[src/rtl/aes_pkg.sv]
// Shared definitions for the (Inv)ShiftRows datapath: byte addressing,
// per-row rotation amounts and the direction enum.
package aes_pkg;

  localparam int NB_MAX = 8;

  typedef enum logic {
    RD_FWD = 1'b0,
    RD_INV = 1'b1
  } rd_mode_e;

  // MSB position of byte s[r][c] in a 32*nb-bit state vector (column-major, s[0][0] on top).
  function automatic int byte_idx(input int r, input int c, input int nb);
    return 32 * nb - 1 - 8 * (4 * c + r);
  endfunction

  function automatic int shift_off(input int r, input int nb);
    return (nb == 8 && r >= 2) ? r + 1 : r;
  endfunction

endpackage

[src/rtl/shiftrows_pipe_if.sv]
// One valid/ready beat channel carrying a state, its direction flag and a sideband tag.
// A beat transfers on a rising edge where valid & ready; master holds fields stable while valid & !ready.
interface shiftrows_pipe_if #(
  parameter int NB    = 4,
  parameter int TAG_W = 4
);
  logic              valid;
  logic              ready;
  logic [32*NB-1:0]  data;
  logic              inv;
  logic [TAG_W-1:0]  tag;

  modport master (output valid, data, inv, tag, input ready);
  modport slave  (input valid, data, inv, tag, output ready);
endinterface

[src/rtl/shiftrows_pipe_perm.sv]
// Combinational ShiftRows / InvShiftRows byte routing for an NB-column state.
// Pure wiring: every output byte selects one input byte of the same row.
module shiftrows_perm
  import aes_pkg::*;
#(
  parameter int NB = 4
) (
  input  logic [32*NB-1:0] in_data,
  input  rd_mode_e         mode,
  output logic [32*NB-1:0] out_data
);

  function automatic int src_col(input int r, input int c, input rd_mode_e m);
    int sh;
    sh = shift_off(r, NB);
    return (m == RD_INV) ? (c + NB - sh) % NB : (c + sh) % NB;
  endfunction

  always_comb begin
    out_data = '0;
    for (int r = 0; r < 4; r++) begin
      for (int c = 0; c < NB; c++) begin
        out_data[byte_idx(r, c, NB) -: 8] = in_data[byte_idx(r, src_col(r, c, mode), NB) -: 8];
      end
    end
  end

endmodule

[src/rtl/shiftrows_pipe.sv]
// Registered (Inv)ShiftRows stage with valid/ready handshake and sideband tag.
// Define SHIFTROWS_SKID_EN to add a 1-entry skid buffer and register in_ready.
module shiftrows_pipe
  import aes_pkg::*;
#(
  parameter int NB    = 4,
  parameter int TAG_W = 4
) (
  input  logic              clk,
  input  logic              rst_n,
  input  logic              flush,
  shiftrows_pipe_if.slave   in_if,
  shiftrows_pipe_if.master  out_if
);

  if (!(NB == 4 || NB == 6 || NB == 8) || NB > NB_MAX) begin : g_bad_nb
    $error("shiftrows_pipe: NB must be 4, 6 or 8");
  end
  if (TAG_W < 1 || TAG_W > 16) begin : g_bad_tag
    $error("shiftrows_pipe: TAG_W must be in 1..16");
  end

  logic [32*NB-1:0] perm_data;
  rd_mode_e         in_mode;
  logic             in_ready;
  logic             accept;
  logic             out_free;

  logic              out_valid_q;
  logic [32*NB-1:0]  out_data_q;
  logic              out_inv_q;
  logic [TAG_W-1:0]  out_tag_q;

  assign in_mode = in_if.inv ? RD_INV : RD_FWD;

  shiftrows_perm #(.NB(NB)) u_perm (
    .in_data  (in_if.data),
    .mode     (in_mode),
    .out_data (perm_data)
  );

  assign out_free = !out_valid_q || out_if.ready;
  // Gated by valid so idle-cycle garbage on in_data never reaches the registers.
  assign accept   = in_if.valid && in_ready;

`ifdef SHIFTROWS_SKID_EN
  logic              skid_valid_q;
  logic [32*NB-1:0]  skid_data_q;
  logic              skid_inv_q;
  logic [TAG_W-1:0]  skid_tag_q;

  // Registered ready: a beat arriving during a stall lands in the skid entry.
  assign in_ready = !skid_valid_q;

  always_ff @(posedge clk or negedge rst_n) begin
    if (!rst_n) begin
      out_valid_q  <= 1'b0;
      skid_valid_q <= 1'b0;
    end else if (flush) begin
      out_valid_q  <= 1'b0;
      skid_valid_q <= 1'b0;
    end else if (out_free) begin
      if (skid_valid_q) begin
        out_valid_q  <= 1'b1;
        skid_valid_q <= 1'b0;
      end else begin
        out_valid_q  <= accept;
      end
    end else if (accept) begin
      skid_valid_q <= 1'b1;
    end
  end

  always_ff @(posedge clk or negedge rst_n) begin
    if (!rst_n) begin
      out_data_q  <= '0;
      out_inv_q   <= 1'b0;
      out_tag_q   <= '0;
      skid_data_q <= '0;
      skid_inv_q  <= 1'b0;
      skid_tag_q  <= '0;
    end else if (out_free) begin
      if (skid_valid_q) begin
        out_data_q <= skid_data_q;
        out_inv_q  <= skid_inv_q;
        out_tag_q  <= skid_tag_q;
      end else if (accept) begin
        out_data_q <= perm_data;
        out_inv_q  <= in_if.inv;
        out_tag_q  <= in_if.tag;
      end
    end else if (accept) begin
      skid_data_q <= perm_data;
      skid_inv_q  <= in_if.inv;
      skid_tag_q  <= in_if.tag;
    end
  end
`else
  assign in_ready = !flush && out_free;

  always_ff @(posedge clk or negedge rst_n) begin
    if (!rst_n) begin
      out_valid_q <= 1'b0;
    end else if (flush) begin
      out_valid_q <= 1'b0;
    end else if (out_free) begin
      out_valid_q <= accept;
    end
  end

  // Data registers are deliberately untouched by flush; only valid is cleared.
  always_ff @(posedge clk or negedge rst_n) begin
    if (!rst_n) begin
      out_data_q <= '0;
      out_inv_q  <= 1'b0;
      out_tag_q  <= '0;
    end else if (accept) begin
      out_data_q <= perm_data;
      out_inv_q  <= in_if.inv;
      out_tag_q  <= in_if.tag;
    end
  end
`endif

  assign in_if.ready  = in_ready;
  assign out_if.valid = out_valid_q;
  assign out_if.data  = out_data_q;
  assign out_if.inv   = out_inv_q;
  assign out_if.tag   = out_tag_q;

endmodule

[src/flat_wrapper.sv]
// flat-port wrapper written by rule: the top's interface ports become plain ports
module shiftrows_pipe_flat import aes_pkg::*;
#(
  parameter int NB    = 4,
  parameter int TAG_W = 4
)
  (clk, rst_n, flush, in_if_valid, in_if_data, in_if_inv, in_if_tag, in_if_ready, out_if_valid, out_if_data, out_if_inv, out_if_tag, out_if_ready);
  shiftrows_pipe_if #(.NB(NB), .TAG_W(TAG_W)) in_if_i ();
  shiftrows_pipe_if #(.NB(NB), .TAG_W(TAG_W)) out_if_i ();
  input  logic clk;
  input  logic rst_n;
  input  logic flush;
  input wire logic [$bits(in_if_i.valid)-1:0] in_if_valid;
  input wire logic [$bits(in_if_i.data)-1:0] in_if_data;
  input wire logic [$bits(in_if_i.inv)-1:0] in_if_inv;
  input wire logic [$bits(in_if_i.tag)-1:0] in_if_tag;
  output wire logic [$bits(in_if_i.ready)-1:0] in_if_ready;
  output wire logic [$bits(out_if_i.valid)-1:0] out_if_valid;
  output wire logic [$bits(out_if_i.data)-1:0] out_if_data;
  output wire logic [$bits(out_if_i.inv)-1:0] out_if_inv;
  output wire logic [$bits(out_if_i.tag)-1:0] out_if_tag;
  input wire logic [$bits(out_if_i.ready)-1:0] out_if_ready;
  assign in_if_i.valid = in_if_valid;
  assign in_if_i.data = in_if_data;
  assign in_if_i.inv = in_if_inv;
  assign in_if_i.tag = in_if_tag;
  assign in_if_ready = in_if_i.ready;
  assign out_if_valid = out_if_i.valid;
  assign out_if_data = out_if_i.data;
  assign out_if_inv = out_if_i.inv;
  assign out_if_tag = out_if_i.tag;
  assign out_if_i.ready = out_if_ready;
  shiftrows_pipe #(.NB(NB), .TAG_W(TAG_W)) u_core (.clk(clk), .rst_n(rst_n), .flush(flush), .in_if(in_if_i), .out_if(out_if_i));
endmodule
[config.mk]
export PLATFORM = sky130hd
export DESIGN_NAME = shiftrows_pipe_flat
export DESIGN_NICKNAME = d
export VERILOG_FILES = /design/src/rtl/aes_pkg.sv /design/src/rtl/shiftrows_pipe_if.sv /design/src/rtl/shiftrows_pipe_perm.sv /design/src/rtl/shiftrows_pipe.sv /design/src/flat_wrapper.sv
export SDC_FILE = /design/constraint.sdc
export NUM_CORES = 1
export LEC_CHECK = 0
export ABC_CLOCK_PERIOD_IN_PS = 2750
export CAP_MARGIN = 20
export CELL_PAD_IN_SITES_DETAIL_PLACEMENT = 2
export CELL_PAD_IN_SITES_GLOBAL_PLACEMENT = 2
export CORE_MARGIN = 1.5
export CORE_UTILIZATION = 29
export DETAILED_ROUTE_END_ITERATION = 8
export PLACE_DENSITY_LB_ADDON = 0.1
export SYNTH_ARGS = -nofsm -noshare
export SYNTH_HDL_FRONTEND = slang
export SYNTH_SLANG_ARGS = --single-unit
[constraint.sdc]
create_clock -name clk -period 2.75 [get_ports clk]
set_input_delay 0.825 -clock clk [delete_from_list [all_inputs] [get_ports clk]]
set_output_delay 0.825 -clock clk [all_outputs]
set_load 0.02 [all_outputs]
==> run metrics, run 1 <==
status=finished clean; Via density=between 4 and 5; Post-Synth Adder-Cell Area=0; post-layout util=0.486; Die Area=just over 20000 um2; DP HPWL=about 13000 um; Final Hold Fails=0; Cell Area, Placed=between 8000 and 9000 um2; Nets=~780; core area=19500 um2; Worst path slowest cell=clkdlybuf4s50_1; FF+latch count, synth=approximately 130; Required @ worst endpoint=roughly 1900 ps; # diodes=0; clock sink total=between 100 and 150; most common library cell in the layout ignoring fill and taps=clkdlybuf4s50_1; clk_skew=roughly 8 ps; chip height=~140 um; Worst Path Max Fanout=2; number of nets with antenna violations after detailed routing=0; largest net degree at the start of global routing=67; cell leakage power=3.80 nW; routability congestion estimate=roughly 0.72; drt pass-1 iters=4; DR WL/cell=19.4 um; worst setup margin=approximately 120 ps; Synth Area in Compound Gates=0; DRT Wirelength=about 18000 um; Max-Cap Viols=0; GRT Util Overall=0.179; Worst Hold Class=in2async; footprint of the multi-input gates=between 2000 and 2500 um2; share of layout cells above drive strength 1=0.319; initial core utilization=0.296; IO buf count=around 270; dpl ws=-158 ps; top cells by area, synth=dfrtp_1 (58%), mux2_2 (31%), mux2_1 (7.4%); initial antenna violation count=0; Worst-Skew Late Latency=approximately 420 ps; Num CTS Buffers=17; CP Capture Type=output port; final instance area=roughly 9500 um2; most frequent cells in the layout=clkdlybuf4s50_1 (269), mux2_2 (159), dfrtp_1 (134); violation count after the first detailed-route iteration=51; fillers=between 1500 and 2000; Syn. warnings=0; Vias=just over 4000; syn nets=approximately 500; sequential cell area=approximately 3400 um2; startpoint type of the worst setup path=input pin; unrepaired setup endpoints after global routing=no; Residual DRC=0; largest family of logic cells by synthesized area=multiplexers; clk slew on worst S/H paths=around 60 ps; largest area contributor in the netlist=dfrtp_1; Synth-to-Final Area Change=64.4%; Synth Area in XOR/XNOR=0; critical path class=in2out; worst path arrival time=approximately 1800 ps; mux cell area share after synthesis=0.385; maximum clock rate=roughly 380 MHz; vias in the first global route=~4900; sequential-to-total area share from yosys stat=0.582; Cells after Synth=roughly 360; Std-Cell Rows=51; Slew HR=0.557; CP cell instances=clkdlybuf4s50_1 > nor2b_2 > nor2_1 > dlygate4sd2_1; Final period util=0.957; VDD IR max=approximately 0.00043 V; synth unique cells=11; Horiz. Die Dim=144 um; Root Buffer=clkbuf_16; Critical Path Max Stage Delay=490 ps; grt ovf=0; min Tclk post-route=~2600 ps; Pwr Density=between 700 and 800 nW/um2; Worst-Margin Slew=around 660 ps; post-synthesis average cell area=about 16 um2; synthesized area=5760 um2; clk buf depth=2; first-pass GRT wire length=around 27000 um; IO Pins=around 270; CTS tree=yes; final setup violation count=0; top cell type's share of synthesized area=0.582; H-tree Lvls=4; max-slew violations=0; Synth Area in Simple Gates=0.00674
==> layout make-up <==
cell class              instances  share of cell area
multi-input cells             202               0.238
flip-flops and latches        134               0.354
repair buffers                288               0.312
well taps                     265              0.0350
clock inverters                12              0.0139
clock buffers                  19              0.0468
==> registers in the layout, summed over array words and instances (netlist names) <==
signal and count:
u_core.out_if.valid 1, u_core.out_if.data 128, u_core.out_if.tag 4, u_core.out_if.inv 1
==> synth_stat cells <==
cell type	number
mux2_2	159
buf_2	9
nor2b_2	1
nor3b_4	1
buf_4	1
clkbuf_1	1
buf_1	3
buf_6	7
mux2_1	38
dfrtp_1	134
nor2_1	3
==> stage by stage <==
stage	setup TNS, ps	instances	power [mW]	hold WS [ps]
floorplan	0	357	3.45	529
global placement	-144	889	4.57	466
detailed placement	-158	889	4.64	478
CTS	0	920	6.93	422
global route	0	920	7.13	423
finish	0	920	6.80	400
==> metal layers <==
metal | up-vias | global-route usage | wire length [um]
met5 | - | 0 | 0
met4 | 0 | 0.0612 | 248
met3 | 19 | 0.0716 | 1700
met2 | 160 | 0.324 | 9540
met1 | 2077 | 0.186 | 6400
li1 | 1854 | - | -
==> path summary, 6_finish.rpt <==
path,cells after the start,startpoint,end,slack (ps)
worst max-delay path,4,out_if_ready,in_if_ready,120
worst min-delay path,1,rst_n,u_core.out_if.data[10],400
worst max register to register,6,u_core.out_if.valid,u_core.out_if.data[46],910
worst min register to register,1,u_core.out_if.data[104],u_core.out_if.data[104],490
max in group asynchronous,2,rst_n,u_core.out_if.data[18],1680
min in group clk,1,u_core.out_if.data[104],u_core.out_if.data[104],490
==> cells by family (layout without fill, tap and decap cells) <==
kind of cell,count (synthesis),after routing
mux,197,197
flops,134,134
buf+inv,21,319
simple gates,5,5
==> repair_timing <==
item                       in CTS  in global routing
setup endpoints to repair       1                  0
buffers inserted                0                  0
resized for setup               1                  0
hold endpoints to repair        0                  0
hold buffers                    0                  0
==> power breakdown <==
group	internal [mW]	switching, mW
sequential	2.33	0.188
combinational	1.13	0.926
clock	1.35	0.868
==> worst max-delay path: cells and delay by family <==
kind	cells	cell delay, ps
buf+inv	2	830
simple gates	2	140
No activity file was read; power rests on OpenSTA's default activity.
==> run 2: changes to the inputs <==
CAP_MARGIN = 0   (was 20)
CORE_MARGIN = 4   (was 1.5)
==> run 2 against run 1 <==
Cell area grew 0.62%. Critical path depth is the same. Largest cell class unchanged. Largest power group unchanged. Worst hold slack lost 94 ps. Count of clock-buffer cells in the layout shrank 1. Flip-flop and latch count is the same. Power grew 3.9%. Non-clock buffer count is the same.
==> run metrics, run 2 (same netlist as run 1, synthesis figures left out) <==
status=finished clean; Worst Hold Class=in2async; IO Pins=between 200 and 300; max-slew violations=0; Pwr Density=around 740 nW/um2; GRT Util Overall=0.170; Power Total=7.06 mW; grt ovf=0; CP Capture Type=output port; Worst path slowest cell=clkdlybuf4s50_1; chip height=about 150 um; clk_skew=7.25 ps; Finished Layout Cells=between 900 and 1000; Horiz. Die Dim=about 150 um; initial core utilization=0.296; unrepaired setup endpoints after global routing=no; Vias=around 4100; final instance area=~9500 um2; CP cell instances=clkdlybuf4s50_1 > nor2b_2 > nor2_1 > dlygate4sd2_1; IO buf count=roughly 270; cell leakage power=between 3 and 4 nW; startpoint type of the worst setup path=input pin; Cell Area, Placed=approximately 9000 um2; initial antenna violation count=0; Critical Path Max Stage Delay=470 ps; CTS tree=yes; clk slew on worst S/H paths=roughly 60 ps; DRT Wirelength=roughly 19000 um; H-tree Lvls=4; vias in the first global route=between 4000 and 5000; Worst Path Max Fanout=2; core area=19500 um2; most common library cell in the layout ignoring fill and taps=clkdlybuf4s50_1; post-layout util=0.489; cts-stage hold buffer count=0; violation count after the first detailed-route iteration=71; Residual DRC=0; final setup violation count=0; Final period util=0.940; max reg flops=about 130; min Tclk post-route=2580 ps; first-pass GRT wire length=just under 30000 um; largest net degree at the start of global routing=55; VDD IR max=~0.00042 V; Worst-Skew Late Latency=a little over 400 ps; drt pass-1 iters=4; most frequent cells in the layout=clkdlybuf4s50_1 (269), mux2_2 (159), dfrtp_1 (134); Via density=roughly 4.5; maximum clock rate=just under 400 MHz; DR WL/cell=roughly 20 um; routability congestion estimate=0.709; worst path arrival time=roughly 1800 ps; Worst-Margin Slew=about 380 ps; DP HPWL=about 14000 um; CP bufs+invs=2; Num CTS Buffers=17; Synth-to-Final Area Change=65.5%; clk buf depth=2; Max-Cap Viols=0; # diodes=0; Std-Cell Rows=between 50 and 60; Die Area=around 22000 um2; Slew HR=0.746; critical path's top delay family=buffers and inverters; Required @ worst endpoint=1930 ps; dpl cells=889; fillers=roughly 1900; number of nets with antenna violations after detailed routing=0; share of layout cells above drive strength 1=0.318; clock sink total=134; Nets=781; Root Buffer=clkbuf_16; critical path class=in2out; Final Hold Fails=0
## run 2: final cells by class
type / count / area, um2 / share of cell area
Sequential cell: 134 / 3350 / 0.352
Timing Repair Buffer: 288 / 2950 / 0.310
Multi-Input combinational cell: 202 / 2260 / 0.237
Clock buffer: 18 / 429 / 0.0451
Tap cell: 265 / 332 / 0.0348
Clock inverter: 12 / 204 / 0.0214
## run 2: routing by layer
layer | part of all wire | up-vias | global-route usage | routed length (um)
li1 | - | 1843 | - | -
met1 | 0.36 | 2109 | 0.184 | 6760
met2 | 0.54 | 161 | 0.309 | 10100
met3 | 0.084 | 14 | 0.0659 | 1570
met4 | 0.012 | 0 | 0.0449 | 215
met5 | 0 | - | 0 | 0
## run 2: final timing paths
check	slack, ps	to	start	cells after the start
setup / recovery	170	in_if_ready	out_if_ready	4
hold / removal	310	u_core.out_if.data[79]	rst_n	1
setup reg to reg	930	u_core.out_if.data[127]	u_core.out_if.valid	6
hold reg to reg	490	u_core.out_if.data[59]	u_core.out_if.data[59]	1
max in group asynchronous	1770	u_core.out_if.data[7]	rst_n	2
min in group clk	490	u_core.out_if.data[59]	u_core.out_if.data[59]	1
## run 2: repair_timing
item | CTS | global route
gates resized for setup | 1 | 0
setup buffers | 0 | 0
endpoints found under the setup margin | 1 | 0
## run 2: power by group
group | internal [mW] | switching [mW] | leakage, nW
Sequential | 2.33 | 0.186 | 1.58
Combinational | 1.13 | 0.939 | 1.96
Clock | 1.60 | 0.872 | 0.298
## run 2: stage by stage
step | setup WS (ps) | hold WS, ps | setup TNS, ps
2_1_floorplan | 670 | 529 | 0
3_3_place_gp | -131 | 468 | -131
3_5_place_dp | -105 | 477 | -105
4_1_cts | 161 | 315 | 0
5_1_grt | 131 | 320 | 0
6_report | 166 | 306 | 0
==> run 3: changes to the inputs <==
CTS_CLUSTER_DIAMETER = 200   (was default)
==> results of run 3 <==
No change in the layout: final DEF, timing and power equal those of run 2.
